<file path="src/rtl/mp3_sci_pkg.sv">
// Shared constants for the VS10xx SCI reader/writer pair.
// Holds opcodes, register map, reader state encoding and frame tick landmarks.
package mp3_sci_pkg;

    localparam logic [7:0] SCI_OP_READ     = 8'h03;
    localparam logic [7:0] SCI_OP_WRITE    = 8'h02;

    localparam logic [7:0] SCI_MODE        = 8'h00;
    localparam logic [7:0] SCI_STATUS      = 8'h01;
    localparam logic [7:0] SCI_DECODE_TIME = 8'h04;
    localparam logic [7:0] SCI_HDAT0       = 8'h08;
    localparam logic [7:0] SCI_HDAT1       = 8'h09;
    localparam logic [7:0] SCI_VOL         = 8'h0B;

    typedef enum logic [2:0] {
        ST_IDLE      = 3'd0,
        ST_WAIT_DREQ = 3'd1,
        ST_CMD       = 3'd2,
        ST_DATA      = 3'd3,
        ST_TAIL      = 3'd4
    } sci_rd_state_e;

    // Tick numbers within a frame; tick 1 is the one that drops XCS.
    localparam int CMD_LAST_TICK  = 33;
    localparam int DATA_LAST_TICK = 64;
    localparam int FRAME_TICKS    = 66;

endpackage

</file>
<file path="src/rtl/sci_clk_tick.sv">
// SCLK half-period timebase: one-cycle tick every HALF_PERIOD clocks.
// clr restarts the count so the next tick lands HALF_PERIOD cycles later.
module sci_clk_tick #(
    parameter int HALF_PERIOD = 100
) (
    input  logic CLK,
    input  logic RST,
    input  logic clr,
    output logic tick
);

    localparam int CW = (HALF_PERIOD > 2) ? $clog2(HALF_PERIOD) : 1;

    logic [CW-1:0] cnt;

    assign tick = (cnt == CW'(HALF_PERIOD - 1));

    // NOTE: sequential state uses non-blocking assignments so every flop samples pre-edge values.
    always_ff @(posedge CLK or negedge RST) begin
        if (!RST) begin
            cnt <= '0;
        end else if (clr || tick) begin
            cnt <= '0;
        end else begin
            cnt <= cnt + 1'b1;
        end
    end

endmodule

</file>
<file path="src/rtl/sci_reg_reader.sv">
// VS10xx SCI register read engine: waits for DREQ, sends {READ, addr},
// then shifts the 16-bit register value in from SO.
module sci_reg_reader #(
    parameter int HALF_PERIOD  = 100,
    parameter int DREQ_TIMEOUT = 16600
) (
    input  logic        CLK,
    input  logic        RST,
    input  logic        rd_req,
    input  logic [7:0]  rd_addr,
    input  logic        DREQ,
    input  logic        SO,
    output logic        XCS,
    output logic        SCLK,
    output logic        SI,
    output logic        busy,
    output logic        rd_valid,
    output logic        rd_err,
    output logic [15:0] rd_data
);

    import mp3_sci_pkg::*;

    localparam int WAIT_W = $clog2(DREQ_TIMEOUT + 1);

    sci_rd_state_e state, next_state;

    logic              tick;
    logic [6:0]        tick_num;
    logic [WAIT_W-1:0] wait_cnt;
    logic [15:0]       shift_out;
    logic [15:0]       shift_in;
    logic              wait_expired;

    assign wait_expired = (wait_cnt == WAIT_W'(DREQ_TIMEOUT - 1));

    // Held in reset while idle, so the first tick follows acceptance by HALF_PERIOD cycles.
    sci_clk_tick #(
        .HALF_PERIOD(HALF_PERIOD)
    ) u_tick (
        .CLK  (CLK),
        .RST  (RST),
        .clr  (state == ST_IDLE),
        .tick (tick)
    );

    always_ff @(posedge CLK or negedge RST) begin
        if (!RST) begin
            state <= ST_IDLE;
        end else begin
            state <= next_state;
        end
    end

    // NOTE: next_state gets a default before the case so no path can infer a latch.
    always_comb begin
        next_state = state;
        case (state)
            ST_IDLE: begin
                if (rd_req) next_state = ST_WAIT_DREQ;
            end
            ST_WAIT_DREQ: begin
                if (tick) begin
                    if (DREQ)              next_state = ST_CMD;
                    else if (wait_expired) next_state = ST_IDLE;
                end
            end
            ST_CMD: begin
                if (tick && tick_num == 7'(CMD_LAST_TICK - 1)) next_state = ST_DATA;
            end
            ST_DATA: begin
                if (tick && tick_num == 7'(DATA_LAST_TICK - 1)) next_state = ST_TAIL;
            end
            ST_TAIL: begin
                if (tick && tick_num == 7'(FRAME_TICKS - 1)) next_state = ST_IDLE;
            end
            default: next_state = ST_IDLE;
        endcase
    end

    always_comb begin
        XCS  = !(state inside {ST_CMD, ST_DATA, ST_TAIL});
        busy = (state != ST_IDLE);
    end

    always_ff @(posedge CLK or negedge RST) begin
        if (!RST) begin
            SCLK      <= 1'b0;
            SI        <= 1'b0;
            rd_valid  <= 1'b0;
            rd_err    <= 1'b0;
            rd_data   <= '0;
            tick_num  <= '0;
            wait_cnt  <= '0;
            shift_out <= '0;
            shift_in  <= '0;
        end else begin
            rd_valid <= 1'b0;
            rd_err   <= 1'b0;
            case (state)
                ST_IDLE: begin
                    if (rd_req) begin
                        shift_out <= {SCI_OP_READ, rd_addr};
                        wait_cnt  <= '0;
                    end
                end
                ST_WAIT_DREQ: begin
                    if (tick) begin
                        if (DREQ) begin
                            SI       <= shift_out[15];
                            tick_num <= 7'd1;
                        end else if (wait_expired) begin
                            rd_err <= 1'b1;
                        end else begin
                            wait_cnt <= wait_cnt + 1'b1;
                        end
                    end
                end
                ST_CMD, ST_DATA: begin
                    if (tick) begin
                        tick_num <= tick_num + 7'd1;
                        SCLK     <= !SCLK;
                        // Zero fill makes SI fall to 0 after the last command bit.
                        if (SCLK) begin
                            SI        <= shift_out[14];
                            shift_out <= {shift_out[14:0], 1'b0};
                        end else if (state == ST_DATA) begin
                            shift_in <= {shift_in[14:0], SO};
                        end
                    end
                end
                ST_TAIL: begin
                    if (tick) begin
                        tick_num <= tick_num + 7'd1;
                        SCLK     <= 1'b0;
                        if (tick_num == 7'(FRAME_TICKS - 1)) begin
                            rd_data  <= shift_in;
                            rd_valid <= 1'b1;
                        end
                    end
                end
                default: ;
            endcase
        end
    end

endmodule

</file>
<file path="config.mk">
export PLATFORM = sky130hd
export DESIGN_NAME = sci_reg_reader
export DESIGN_NICKNAME = d
export VERILOG_FILES = /design/src/rtl/mp3_sci_pkg.sv /design/src/rtl/sci_clk_tick.sv /design/src/rtl/sci_reg_reader.sv
export SDC_FILE = /design/constraint.sdc
export NUM_CORES = 1
export LEC_CHECK = 0
export ABC_CLOCK_PERIOD_IN_PS = 3900
export CORE_MARGIN = 3
export CORE_UTILIZATION = 40
export CTS_CLUSTER_SIZE = 8
export DETAILED_ROUTE_END_ITERATION = 6
export PLACE_DENSITY_LB_ADDON = 0.05
export SETUP_SLACK_MARGIN = 0.15
export SLEW_MARGIN = 20
export SYNTH_ARGS = -nofsm -noshare
export SYNTH_HDL_FRONTEND = slang
export SYNTH_HIERARCHICAL = 1
export SYNTH_SLANG_ARGS = --single-unit
export TNS_END_PERCENT = 10
</file>
<file path="constraint.sdc">
create_clock -name CLK -period 3.9 [get_ports CLK]
set_input_delay 1.17 -clock CLK [delete_from_list [all_inputs] [get_ports CLK]]
set_output_delay 1.17 -clock CLK [all_outputs]
set_load 0.01 [all_outputs]
</file>
==> results.json, run 1 <==
{
  "ys.flop_type": "dfrtp_1",
  "max_cap_viol_count": 0,
  "clock_latency_ns": 0.35,
  "dpl.cell_count": 531,
  "grt-ovfl-total": 0,
  "cts_root_buf": "clkbuf_8",
  "routabilityCongestion": 0.815,
  "synth_fa_ha_area_share_pct": 1.56,
  "grt_pass1_vias": 2904,
  "syn_avg_cell_area_um2": 10.6,
  "cts_buffer_depth": 2,
  "fin_skew_ns": 0.0113,
  "yosys.area.top_type": "dfrtp_1",
  "finalNonFillerCells": 547,
  "routed_wl_um": 8010,
  "combPwrFrac_pct": 24.7,
  "synthXorXnorAreaFrac_pct": 0.656,
  "die_width_um": 106,
  "tns_ns": 0,
  "cts_tree": "done",
  "area_growth_pct": 16.7,
  "start_util_pct": 42.1,
  "synthMuxAreaShare_pct": 10.0,
  "grt_usage_pct": 15.6,
  "cts_resized": 0,
  "htree_levels": 3,
  "core_mm2": 0.00950,
  "slew_headroom_pct": 53.0,
  "crit_path_max_fanout": 15,
  "via_count": 2928,
  "ir_worst_vdd_mv": 0.236,
  "tightest_slew_ns": 0.705,
  "rsz0062_at_grt": "false",
  "switching_share_pct": 34.4,
  "drt-vias-per-instance": 5.35,
  "holdCritPathClass": "register to register",
  "clk_pin_slew_ns": 0.09,
  "drtIter0Drc": 86,
  "routedWlPerCell_um": 14.7,
  "slew_violations": 0,
  "syn_nets": 396,
  "grt_max_degree": 54,
  "grt_pass1_wl_um": 14200,
  "max_freq_ghz": 0.306,
  "cts_setup_buffers": 0,
  "cts_hold_buf": 0,
  "period_needed_ns": 3.27,
  "worstSetupStartpointType": "register",
  "final_net_count": 431,
  "antenna_found_initial": 0,
  "hold_viol": 0,
  "ys_async_sr_fraction_pct": 100,
  "leakage_nw": 2.05,
  "yosys-top-cells-area": "dfrtp_1 (52%), mux2_2 (9.3%), nand2_1 (4.3%)",
  "required_ns": 2.73,
  "ys_warn_count": 6,
  "diodes": 0,
  "status": "finished clean",
  "dp_hpwl_um": 5490,
  "yosys_register_bits": 84,
  "ys_seq_area_share_pct": 52.5,
  "die_area_mm2": 0.0112,
  "cts.sink_count": 84,
  "power.density_mw_per_mm2": 480,
  "synthCells": 378,
  "synth_compound_area_share_pct": 12.0,
  "yosys.cell_count.top_type": "dfrtp_1",
  "rows": 35,
  "syn_area_mm2": 0.00401,
  "switching_power_w": 0.000771,
  "synth_top_family_by_area": "simple AND/OR/NAND/NOR gates",
  "clkPwrFrac_pct": 25.9,
  "synth.distinct_cells": 56,
  "yosys-top-cells-count": "dfrtp_1 (84), nand2_1 (46), mux2_2 (33), a31oi_1 (23), nor2_1 (22)",
  "die_h_um": 106,
  "port_buffers": 34,
  "drt-pass1-iter-count": 4,
  "p_seq_share_pct": 49.4,
  "worstPathArrival_ns": 2.10,
  "cts_buffers": 9,
  "synth-simple-area-share_pct": 19.8,
  "drive_gt1_share_pct": 16.0,
  "io_pins": 35,
  "finalCritPeriodShare_pct": 83.9,
  "internal_power_w": 0.00147,
  "synth_top_area_share_pct": 52.5,
  "ant_nets": 0,
  "drcViolationCount": 0,
  "end_kind": "output pin",
  "crit_type": "register to output pin",
  "synth_edf_count": 0,
  "setup_viol": 0
}
## cell type report
cell class                      count  area [um2]
Fill cell                         900        4830
Sequential cell                    84        2100
Multi-Input combinational cell    261        1780
Timing Repair Buffer               42         398
Tap cell                          129         161
Clock buffer                        9         124
Clock inverter                      7        58.8
Inverter                           15        56.3
## logic make-up (layout without fill, tap and decap cells)
kind of cell / after synthesis / after routing
fa+ha+maj: 5 / 5
buf+inv: 33 / 73
flops: 84 / 84
mux: 36 / 36
simple gates: 147 / 147
compound gates: 70 / 70
xor+xnor: 3 / 3
## final timing paths
kind	startpoint	end	slack (ns)	cells past startpoint
worst max-delay path	state[1]	XCS	0.63	4
max in group asynchronous	RST	wait_cnt[5]	2.35	2
min in group asynchronous	RST	wait_cnt[3]	0.85	1
worst min-delay path	shift_out[8]	shift_out[8]	0.47	2
worst min register to register	shift_out[8]	shift_out[8]	0.47	2
worst max register to register	u_tick/cnt[0]	rd_data[15]	1.16	9
## metal layers
| metal | vias to the layer above | global-route usage [%] | wire, um |
|---|---|---|---|
| li1 | 1450 | - | - |
| met3 | 5 | 3.89 | 260 |
| met4 | 0 | 6.20 | 74 |
| met1 | 1427 | 21.3 | 3960 |
| met5 | - | 0 | 0 |
| met2 | 46 | 23.9 | 3710 |
## state kept, by name (all words and copies together) (netlist names)
register / count
shift_out: 16
wait_cnt: 15
rd_err: 1
rd_valid: 1
u_tick/cnt: 7
SI: 1
state: 3
tick_num: 7
SCLK: 1
shift_in: 16
rd_data: 16
## power groups by stage
stage	registers, W	logic, W	clock network [W]
3_3_place_gp	0.00112	0.000556	0
5_1_grt	0.00113	0.000636	0.000651
2_1_floorplan	0.00108	0.000432	0
6_report	0.00111	0.000554	0.000582
4_1_cts	0.00111	0.000565	0.000608
3_5_place_dp	0.00112	0.000565	0
## critical path, stage by stage (launching register included)
cell and delay [ns]:
dfrtp_1 0.56, nor2b_1 0.21, buf_4 0.20, nor2_1 0.19
clkdlybuf4s50_1 0.58
## cells in the final DEF, fill, tap and decap left out, drive strengths merged, types with 3 or more instances in the layout
cell and instances:
nor2 22, nand4 6, clkbuf 9, nor3 5, and3 3, nand3 20, a21oi 8, dfrtp 84
mux2 33, or4 4, inv 18, or3 11, clkinv 3, buf 9, a211o 3, and2 4
clkdlybuf4s50 33, mux2i 3, nand2 46, a31oi 23, o221ai 4, o21ai 11, ha 5, nand2b 4
o21a 3, nor4b 5, nor4 5, a21o 4
## metrics by stage
| step | setup WS [ns] | hold WS [ns] | util (%) | instance area (um2) | power, W |
|---|---|---|---|---|---|
| 3_5_place_dp | 0.616 | 0.453 | 47.2 | 4490 | 0.00169 |
| 5_1_grt | 0.444 | 0.500 | 49.2 | 4680 | 0.00242 |
| 2_1_floorplan | 1.28 | 0.432 | - | 4010 | 0.00151 |
| 3_3_place_gp | 0.654 | 0.446 | 47.2 | 4490 | 0.00168 |
| 6_report | 0.630 | 0.472 | 49.2 | 4680 | 0.00225 |
| 4_1_cts | 0.586 | 0.471 | 49.2 | 4670 | 0.00228 |
Note: power is estimated with default switching activity, not from simulation.
==> run 2: changes to the inputs <==
--- a/config.mk
+++ b/config.mk
@@ -5,7 +5,7 @@
 export SDC_FILE = /design/constraint.sdc
 export NUM_CORES = 1
 export LEC_CHECK = 0
-export ABC_CLOCK_PERIOD_IN_PS = 3900
+export ABC_CLOCK_PERIOD_IN_PS = 2900
 export CORE_MARGIN = 3
 export CORE_UTILIZATION = 40
 export CTS_CLUSTER_SIZE = 8
==> constraint.sdc (replaced) <==
create_clock -name CLK -period 2.9 [get_ports CLK]
set_input_delay 0.87 -clock CLK [delete_from_list [all_inputs] [get_ports CLK]]
set_output_delay 0.87 -clock CLK [all_outputs]
set_load 0.01 [all_outputs]
==> results.json, run 2 (synthesis gave the netlist of run 1 again) <==
{
  "status": "finished clean",
  "max_cap_viol_count": 0,
  "fin_skew_ns": 0.0107,
  "end_kind": "output pin",
  "slew_headroom_pct": 50.7,
  "grt_pass1_wl_um": 14400,
  "finalNonFillerCells": 555,
  "port_buffers": 34,
  "power.density_mw_per_mm2": 647,
  "rsz0062_at_grt": "false",
  "r2r_start": "u_tick/cnt[0]",
  "core_mm2": 0.00950,
  "drcViolationCount": 0,
  "worstPathArrival_ns": 1.75,
  "slew_violations": 0,
  "drtIter0Drc": 124,
  "cts_setup_buffers": 0,
  "crit_path_max_fanout": 6,
  "nFillCells": 908,
  "drt-vias-per-instance": 5.40,
  "required_ns": 2.03,
  "routed_wl_um": 8290,
  "finalCritPeriodShare_pct": 90.4,
  "max_freq_ghz": 0.381,
  "cts_tree": "done",
  "area.sequential_mm2": 0.00210,
  "r2r_setup_slack_ns": 0.30,
  "setup_viol": 0,
  "grt_max_degree": 36,
  "cts_buffers": 9,
  "ant_nets": 0,
  "grt_pass1_vias": 2910,
  "final_cell_mix": "dfrtp_1 (84), nand2_1 (46), mux2_2 (33), clkdlybuf4s50_1 (33), a31oi_1 (23)",
  "total_power_w": 0.00308,
  "start_util_pct": 42.1,
  "grt_usage_pct": 15.7,
  "crit_type": "register to output pin",
  "worstSetupStartpointType": "register",
  "final_net_count": 439,
  "drive_gt1_share_pct": 18.1,
  "htree_levels": 3,
  "tightest_slew_ns": 0.740,
  "multiInputGateArea_mm2": 0.00178,
  "crit_start": "state[1]",
  "r2r_cells": 8,
  "routabilityCongestion": 0.785,
  "cts.sink_count": 84,
  "holdCritPathClass": "input port to async pin",
  "cts_hold_buf": 0,
  "routedWlPerCell_um": 14.9,
  "die_width_um": 106,
  "rows": 35,
  "ir_worst_vdd_mv": 0.398,
  "final_common_cell": "dfrtp_1",
  "drt-pass1-iter-count": 4,
  "clk_pin_slew_ns": 0.09,
  "dpl.cell_count": 539,
  "cts_root_buf": "clkbuf_8",
  "die_area_mm2": 0.0112,
  "antenna_found_initial": 0,
  "io_pins": 35,
  "hold_viol": 0,
  "leakage_nw": 2.09,
  "via_count": 2996,
  "area_growth_pct": 19.1,
  "period_needed_ns": 2.62,
  "diodes": 0,
  "grt-ovfl-total": 0,
  "top_regs": "rd_data (16), shift_in (16), shift_out (16)",
  "die_h_um": 106,
  "cts_buffer_depth": 2,
  "dp_hpwl_um": 5690,
  "clock_latency_ns": 0.35,
  "rr_endpoint": "rd_data[1]",
  "worstSetupEndpoint": "XCS"
}
[run 2: layer usage]
metal	GRT usage, %	up-vias	wire (um)
met5	0	-	0
met4	5.83	0	97
met3	3.10	8	297
met2	24.5	50	3830
met1	21.6	1476	4070
li1	-	1462	-
[run 2: how the worst min path moves through the flow]
| stage | from | end | slack, ns | depth (start not counted) |
|---|---|---|---|---|
| after floorplan | u_tick/cnt[0] | u_tick/cnt[0] | 0.43 | 1 |
| after global placement | shift_out[8] | shift_out[8] | 0.44 | 2 |
| after detailed placement | shift_out[8] | shift_out[8] | 0.45 | 2 |
| after CTS | RST | rd_data[10] | 0.45 | 1 |
| after global routing | RST | rd_data[10] | 0.47 | 1 |
| final | RST | wait_cnt[3] | 0.46 | 1 |
[run 2: worst max-delay path: stages, from the launching register on]
cell and delay, ns:
dfrtp_1 0.44, nor2b_1 0.18, nor2_2 0.20, clkdlybuf4s50_1 0.58
[run 2: through the flow]
stage          worst slack, ns  area (um2)  hold slack, ns  setup TNS (ns)  util (%)
6_report                 0.279        4770           0.458               0      50.2
5_1_grt                  0.166        4770           0.475               0      50.2
4_1_cts                  0.157        4760           0.452               0      50.1
3_5_place_dp           -0.0646        4570           0.450          -0.528      48.1
3_3_place_gp           0.00634        4570           0.444               0      48.1
2_1_floorplan            0.279        4010           0.432               0         -
[run 2: report_power, final]
part / internal [W] / total (W) / switching, W / leakage (nW)
combinational: 0.000356 / 0.000837 / 0.000480 / 0.887
sequential: 0.00134 / 0.00146 / 0.000127 / 1.12
clock: 0.000325 / 0.000783 / 0.000458 / 0.0921
[run 2: repair_timing]
item,CTS,global route
pin swaps,0,0
gates resized for setup,1,1
endpoints found under the hold margin,0,0
setup endpoints to repair,1,16
gates cloned,0,0
[run 2: cell type report]
type / count / share of cell area [%]
tap: 129 / 3.38
sequential: 84 / 44.1
inverter: 15 / 1.18
clock inverter: 7 / 1.23
clock buffer: 9 / 2.60
multi-input combinational: 261 / 37.4
timing repair buffer: 50 / 10.1
